[src/rtl/mux_arb_n.sv]
// N-channel select/arbitrate mux feeding one registered valid/ready output stage.
// Direct mode picks the channel named by select; round-robin mode scans from rr_ptr.
module mux_arb_n #(
  parameter int unsigned WIDTH    = 32,
  parameter int unsigned CHANNELS = 32,
  parameter int unsigned SEL_BITS = 5
) (
  input  logic                      clock,
  input  logic                      reset,
  input  logic                      mode,
  input  logic [SEL_BITS-1:0]       select,
  input  logic [CHANNELS*WIDTH-1:0] in_data,
  input  logic [CHANNELS-1:0]       in_valid,
  output logic [CHANNELS-1:0]       in_ready,
  output logic [WIDTH-1:0]          out_data,
  output logic [SEL_BITS-1:0]       out_channel,
  output logic                      out_valid,
  input  logic                      out_ready
);

  localparam logic [SEL_BITS:0]   CH_EXT  = (SEL_BITS+1)'(CHANNELS);
  localparam logic [SEL_BITS-1:0] LAST_CH = SEL_BITS'(CHANNELS - 1);

  logic [WIDTH-1:0]    out_data_q, out_data_d;
  logic [SEL_BITS-1:0] out_channel_q, out_channel_d;
  logic                out_valid_q, out_valid_d;
  logic [SEL_BITS-1:0] rr_ptr_q, rr_ptr_d;

  logic                load_c;
  logic                xfer_c;
  logic                gnt_found_c;
  logic [SEL_BITS-1:0] gnt_idx_c;
  logic [WIDTH-1:0]    gnt_data_c;
  logic [SEL_BITS:0]   best_dist_c;
  logic [SEL_BITS:0]   dist_c;
  logic [SEL_BITS:0]   idx_ext_c;
  logic [SEL_BITS:0]   ptr_ext_c;

  assign load_c = !out_valid_q || out_ready;
  assign xfer_c = !reset && load_c && gnt_found_c;

  // Grant selection; round-robin picks the valid channel nearest rr_ptr in wrap order.
  always_comb begin
    gnt_found_c = 1'b0;
    gnt_idx_c   = '0;
    best_dist_c = CH_EXT;
    dist_c      = '0;
    idx_ext_c   = '0;
    ptr_ext_c   = {1'b0, rr_ptr_q};
    if (!mode) begin
      for (int unsigned i = 0; i < CHANNELS; i++) begin
        if ((SEL_BITS'(i) == select) && in_valid[i]) begin
          gnt_found_c = 1'b1;
          gnt_idx_c   = SEL_BITS'(i);
        end
      end
    end else begin
      for (int unsigned i = 0; i < CHANNELS; i++) begin
        idx_ext_c = (SEL_BITS+1)'(i);
        dist_c    = (idx_ext_c >= ptr_ext_c) ? (idx_ext_c - ptr_ext_c)
                                             : (idx_ext_c + CH_EXT - ptr_ext_c);
        if (in_valid[i] && (dist_c < best_dist_c)) begin
          best_dist_c = dist_c;
          gnt_found_c = 1'b1;
          gnt_idx_c   = SEL_BITS'(i);
        end
      end
    end
  end

  // Data mux and one-hot accept for the granted channel.
  always_comb begin
    gnt_data_c = '0;
    in_ready   = '0;
    for (int unsigned i = 0; i < CHANNELS; i++) begin
      if (SEL_BITS'(i) == gnt_idx_c) begin
        gnt_data_c  = in_data[i*WIDTH +: WIDTH];
        in_ready[i] = xfer_c;
      end
    end
  end

  // Next-state for the output stage and arbitration pointer.
  always_comb begin
    out_data_d    = out_data_q;
    out_channel_d = out_channel_q;
    out_valid_d   = out_valid_q;
    rr_ptr_d      = rr_ptr_q;
    if (xfer_c) begin
      out_data_d    = gnt_data_c;
      out_channel_d = gnt_idx_c;
      out_valid_d   = 1'b1;
      if (mode) begin
        rr_ptr_d = (gnt_idx_c == LAST_CH) ? '0 : gnt_idx_c + SEL_BITS'(1);
      end
    end else if (out_valid_q && out_ready) begin
      out_valid_d = 1'b0;
    end
  end

  always_ff @(posedge clock) begin
    if (reset) begin
      out_data_q    <= '0;
      out_channel_q <= '0;
      out_valid_q   <= 1'b0;
      rr_ptr_q      <= '0;
    end else begin
      out_data_q    <= out_data_d;
      out_channel_q <= out_channel_d;
      out_valid_q   <= out_valid_d;
      rr_ptr_q      <= rr_ptr_d;
    end
  end

  assign out_data    = out_data_q;
  assign out_channel = out_channel_q;
  assign out_valid   = out_valid_q;

endmodule

[config.mk]
export PLATFORM = sky130hd
export DESIGN_NAME = mux_arb_n
export DESIGN_NICKNAME = d
export VERILOG_FILES = /design/src/rtl/mux_arb_n.sv
export SDC_FILE = /design/constraint.sdc
export NUM_CORES = 1
export LEC_CHECK = 0
export CAP_MARGIN = 30
export CORE_AREA = 8 8 440 442
export CTS_CLUSTER_SIZE = 40
export DETAILED_ROUTE_END_ITERATION = 7
export DIE_AREA = 0 0 448 450
export GPL_ROUTABILITY_DRIVEN = 0
export PLACE_DENSITY = 0.35
export SLEW_MARGIN = 0
export SYNTH_ARGS = -nofsm -noshare
export SYNTH_HDL_FRONTEND = slang
export SYNTH_SLANG_ARGS = --single-unit
export TNS_END_PERCENT = 5
[constraint.sdc]
create_clock -name clock -period 96 [get_ports clock]
set_input_delay 14.4 -clock clock [delete_from_list [all_inputs] [get_ports clock]]
set_output_delay 14.4 -clock clock [all_outputs]
set_load 0.005 [all_outputs]
# After elaboration in Yosys (flattened, before gate mapping)
# Index checks and enable logic that the tools add are counted.
[totals]
ff_bits = 43
out_inout_bits = 70
wordCells = 556
in_bits = 1065
[classes]
mux = 288
eq_ne = 63
order_cmp = 63
addsub = 64
n_reduce_logical = 74
[op_table]
columns = ["operator", "n"]
rows = [
  ["32-bit 2-to-1 mux", 32],
  ["6-bit 2-to-1 mux", 93],
  ["5-bit 2-to-1 mux", 62],
  ["6-bit less-than comparator", 31],
  ["6-bit by 5-bit subtractor with 6-bit output (first input constant)", 31],
  ["5-bit equality test (first input constant)", 32],
  ["1-bit 2-to-1 mux", 101],
  ["5-bit by 5-bit subtractor with 6-bit output (first input constant)", 16],
  ["4-bit by 5-bit equality test with 1-bit output (first input constant)", 16],
  ["5-bit greater-or-equal comparator (first input constant)", 15],
  ["1-bit logical AND", 67],
  ["4-bit by 5-bit subtractor with 6-bit output (first input constant)", 8],
  ["3-bit by 5-bit equality test with 1-bit output (first input constant)", 8],
  ["4-bit by 5-bit greater-or-equal comparator with 1-bit output (first input constant)", 8],
  ["3-bit by 5-bit subtractor with 6-bit output (first input constant)", 4],
  ["2-bit by 5-bit equality test with 1-bit output (first input constant)", 4],
  ["3-bit by 5-bit greater-or-equal comparator with 1-bit output (first input constant)", 4],
  ["1-bit by 5-bit subtractor with 6-bit output (first input constant)", 2],
  ["2-bit by 5-bit subtractor with 6-bit output (first input constant)", 2],
  ["1-bit by 5-bit equality test with 1-bit output (first input constant)", 2],
  ["1-bit by 5-bit greater-or-equal comparator with 1-bit output (first input constant)", 2],
  ["2-bit by 5-bit greater-or-equal comparator with 1-bit output (first input constant)", 2],
  ["5-bit zero test", 2],
  ["6-bit less-than comparator (second input constant)", 1],
  ["other kinds (6)", 7],
]

# Depth between registers and ports, before layout
[logic_depth]
depth_word = 163
depth_mapped = 317
ltp_nobuf = 281

# Worst setup path after synthesis
# Ideal clock, no wire load.
[synth_timing]
path_kind = "input port to output port"
from = "input port in_valid[0]"
to = "output port in_ready[15]"
required_ns = 81.600
path_buffers = 32
arrival_ns = 67.757
slack_ns = 13.843
cell_stages = 274
cell_sequence = "and2_1 -> clkbuf_1 -> nand2_1 -> ha_1 -> a211oi_1 -> o21ai_1 -> nor2_1 -> nor2_1 -> a21oi_1 -> ha_1 -> a21oi_1 -> a21oi_1 -> a221o_1 -> o22a_2 -> nand2b_1 -> clkbuf_1 -> nand2_1 -> o21ai_0 -> [... 238 more ...] -> a31o_2 -> nand2_1 -> a211oi_1 -> a21o_2 -> o2111ai_2 -> nand2_2 -> inv_2 -> buf_4 -> nand2_4 -> buf_2 -> buf_1 -> nor2_1 -> ha_1 -> clkbuf_1 -> inv_1 -> clkbuf_1 -> clkbuf_1 -> nor2_1"
[synth_via]
elab_chain_len = 129
elab_cells_between_ends = 226
classes_between = "order compare (31); eq/ne (1); mux (160); reduce/logical (34)"
[synth_lines]
columns = ["item", "line", "source"]
rows = [
  ["start, declared", "13", "input logic [CHANNELS-1:0] in_valid,"],
  ["1-bit logical AND *", "62", "if (in_valid[i] && (dist_c < best_dist_c)) begin"],
  ["6-bit 2-to-1 mux *", "62", ""],
  ["6-bit 2-to-1 mux *", "50", "if (!mode) begin"],
  ["6-bit less-than comparator", "62", ""],
  ["1-bit logical AND", "62", ""],
  ["6-bit 2-to-1 mux *", "62", ""],
  ["6-bit 2-to-1 mux *", "50", ""],
  ["6-bit less-than comparator", "62", ""],
  ["[... 114 more ...]", "--", ""],
  ["6-bit 2-to-1 mux", "50", ""],
  ["6-bit less-than comparator", "62", ""],
  ["1-bit logical AND", "62", ""],
  ["5-bit 2-to-1 mux *", "62", ""],
  ["5-bit 2-to-1 mux *", "50", ""],
  ["named net gnt_idx_c[1]", "32", "logic [SEL_BITS-1:0] gnt_idx_c;"],
  ["4-bit by 5-bit equality test with 1-bit output *", "76", "if (SEL_BITS'(i) == gnt_idx_c) begin"],
  ["1-bit 2-to-1 mux *", "76", ""],
  ["end, declared", "14", "output logic [CHANNELS-1:0] in_ready,"],
]
# The timed path passes the listed nets; every way through them passes the cells marked *. The select of a mux whose other input is x is not followed.

# Final worst setup path
[layout_timing]
from = "input port in_valid[0]"
to = "output port in_ready[30]"
[layout_via]
elab_chain_len = 129
elab_cells_between_ends = 226
classes_between = "order compare (31); eq/ne (1); mux (160); reduce/logical (34)"
[layout_lines]
columns = ["item", "line"]
rows = [
  ["1-bit logical AND", "62"],
  ["6-bit 2-to-1 mux", "62"],
  ["6-bit 2-to-1 mux", "50"],
  ["6-bit less-than comparator", "62"],
  ["1-bit logical AND", "62"],
  ["6-bit 2-to-1 mux", "62"],
  ["6-bit 2-to-1 mux", "50"],
  ["6-bit less-than comparator", "62"],
  ["[... 113 more ...]", "--"],
  ["6-bit 2-to-1 mux", "62"],
  ["6-bit 2-to-1 mux", "50"],
  ["6-bit less-than comparator", "62"],
  ["1-bit logical AND", "62"],
  ["5-bit 2-to-1 mux / 1-bit 2-to-1 mux (equally long branches)", "62"],
  ["5-bit 2-to-1 mux / 1-bit 2-to-1 mux (equally long branches)", "50"],
  ["5-bit equality test / 1-bit logical AND (equally long branches)", "76, 40"],
  ["1-bit 2-to-1 mux *", "76"],
]
# Every way passes the cells marked *; elsewhere a longest branch is shown, timed or not. The select of a mux whose other input is x is not followed.

==> impl_metrics.ini <==
[die]
start_util_pct = 12.3
rows = 159
core_area_mm2 = 0.187
die_width_um = 448
chipHeight_um = 450
ios = 1135
die-area_mm2 = 0.202

[logic_synthesis]
netlist_instances = 3475
synth_top_area_share_pct = 6.24
post_synth.cell_area_avg_um2 = 6.63
synth.top_cells.by_count = nor2_1, nand2_1, a21oi_1
synth_warnings = 0
synth.area.top_cells = a21oi_1, nor2_1, nand2_1
yosysMostFrequentCell = nor2_1
yosysTopAreaCell = a21oi_1
synth_area_mm2 = 0.0230
synth-seq-cells = 43
async_reset_ff_share_pct = 0
synth-edff-count = 0
synth-seq-area-share_pct = 3.74
synth_cell_types = 152
synthFlopType = dfxtp_1

[critical_path]
crit_path_end_kind = output port
crit_path_max_incr_delay_ns = 0.71
crit_path_start_kind = input port
r2r-end = out_data[17]
crit_family = compound AO/OA/AOI/OAI gates
required_ns = 81.60
path_buf_inv = 7
worstSetupPathType = in2out
cp_common_cell = ha_1
r2r_start = rr_ptr_q[3]
cp_slowest_cell = nand4_1
rr_worst_depth = 255
crit_arrival_ns = 77.43
path_max_fanout = 36
worst-r2r-setup-slack_ns = 28.39

[layout]
drive_above_1_share_pct = 9.98
fin_util_pct = 20.5
finalNetCount = 5705
area_growth_syn_to_layout_pct = 65.7
final_area_mm2 = 0.0382

[cts]
cts_root_buffer = clkbuf_16
clk_path_buf_depth = 2
cts_sinks = 43
cts_buffers = 5
clk_latency_ns = 0.35
cts_tree = done
clk_pin_slew_worst_paths_ns = 0.10
htree_levels = 2

[routing]
wl_um = 302000
dr.first_iter.drc_count = 4166
vias = 37018
drc = 0
viasPerCell = 5.23
routedWlPerCell_um = 42.6
ant_nets = 0
drt_first_pass_iters = 6

[sta]
tightestPinTransition_ns = 1.33
hold_violations = 0
period_minus_slack_ns = 91.83
setup_viol = 0
fin_skew_ns = 0.0159
finalCritPeriodShare_pct = 95.7
fmax_mhz = 10.9
finalMaxSlewViolations = 0
final.setup.tns_ns = 0
slew_headroom_pct = 11.0
rsz0062_at_grt = no

[hold_path]
min_from = out_channel[4]
min_to = out_channel[4]
min_path_cells = 2
min_path_type = reg2reg

[global_route]
grt_max_degree = 58
grt_pass1_vias = 35301
antenna_found_initial = 143
gr-usage-all-layers_pct = 28.0
overflow = 0
grt_pass1_wl_um = 379000

[placed_design]
dp_hpwl_um = 259000
placed_area_mm2 = 0.0378
port-buffer-count = 1134

[outcome]
status = finished clean

[job]
cap_violations = 0
## final cells by class
cell class	count	area (µm²)
repair buffers	1314	12700
fillers	21409	148000
clock buffers	5	125
clock inverters	3	23.8
flip-flops and latches	43	866
inverters	97	367
multi-input cells	3075	20800
diodes	44	110
well taps	2495	3120
## metrics by stage
stage,hold slack (ns),cells,worst slack [ns]
after floorplan,0.453,3476,13.84
after global placement,0.445,7003,4.76
after detailed placement,0.449,7020,3.47
after CTS,0.463,7028,3.33
after global routing,0.482,7059,0.114
final,0.461,7076,4.17
## cells in the final DEF, fill, tap and decap left out, types with 14 or more instances in the layout
cell type and instances:
nor4_1 34, o22ai_1 70, a22oi_1 71, a21oi_1 286, a31oi_1 70, clkdlybuf4s50_1 1133, o21a_1 16, nor3_1 113
a311oi_1 20, nand2b_1 25, dfxtp_1 39, or3_1 26, a221o_1 44, ha_1 97, mux2_2 29, o21ai_1 65
nand3_1 135, a221oi_1 69, o221ai_1 50, a211oi_1 85, inv_1 82, o31ai_1 42, o21ai_0 155, buf_4 171
o22a_1 22, and3_1 37, nand2_1 348, mux2i_1 62, a2111oi_0 14, a211o_1 19, nand4_1 29, or2_2 15
nor2_1 366, o211ai_1 67, o2111ai_1 24, diode_2 44, a21o_1 24, xnor2_1 54, nor2b_1 22, and2_1 35
## worst max path at each step
stage / from / cells after the start / end
6_report: in_valid[0] / 243 / in_ready[30]
2_1_floorplan: in_valid[0] / 274 / in_ready[15]
5_1_grt: in_valid[0] / 247 / in_ready[15]
3_3_place_gp: in_valid[0] / 245 / in_ready[30]
4_1_cts: in_valid[0] / 242 / in_ready[30]
3_5_place_dp: in_valid[0] / 240 / in_ready[30]
## what timing repair did
item	in CTS	in global routing
setup buffers	0	2
hold buffers	0	0
endpoints found under the setup margin	0	32
resized for setup	0	6
## state kept, by name (all words and copies together), names as in the netlist
| signal | cells |
|---|---|
| rr_ptr_q | 5 |
| out_channel | 5 |
| out_data | 32 |
| out_valid | 1 |
## per-layer routing
metal  track usage, %  vias up  part of all wire, %
met4             12.9      102                  5.5
met3             7.92      404                  8.9
met1             34.6    18503                   41
met2             44.8     2165                   45
li1                 -    15844                    -
met5             1.01        -                 0.30
## worst min-delay path, stage by stage, from the launching register on
cell	delay, ns
dfxtp_1	0.32
nand2_1	0.05
a21oi_1	0.05
## kinds of logic (layout without fill, tap and decap cells)
logic type / count (synthesis) / count (layout) / share of synthesized area [%]
AO/OA/AOI/OAI: 1472 / 1472 / 47.1
XOR/XNOR: 78 / 78 / 3.10
adder cells (fa/ha/maj): 114 / 114 / 6.10
buffers and inverters: 358 / 1419 / 7.55
flip-flops: 43 / 43 / 3.74
multiplexers: 100 / 100 / 4.62
other: 1 / 46 / 0.0163
AND/OR/NAND/NOR: 1309 / 1309 / 27.8
Power is left out: the tool's default activity adds up to more than one toggle a clock period on the data nets, which glitch-free logic cannot reach.
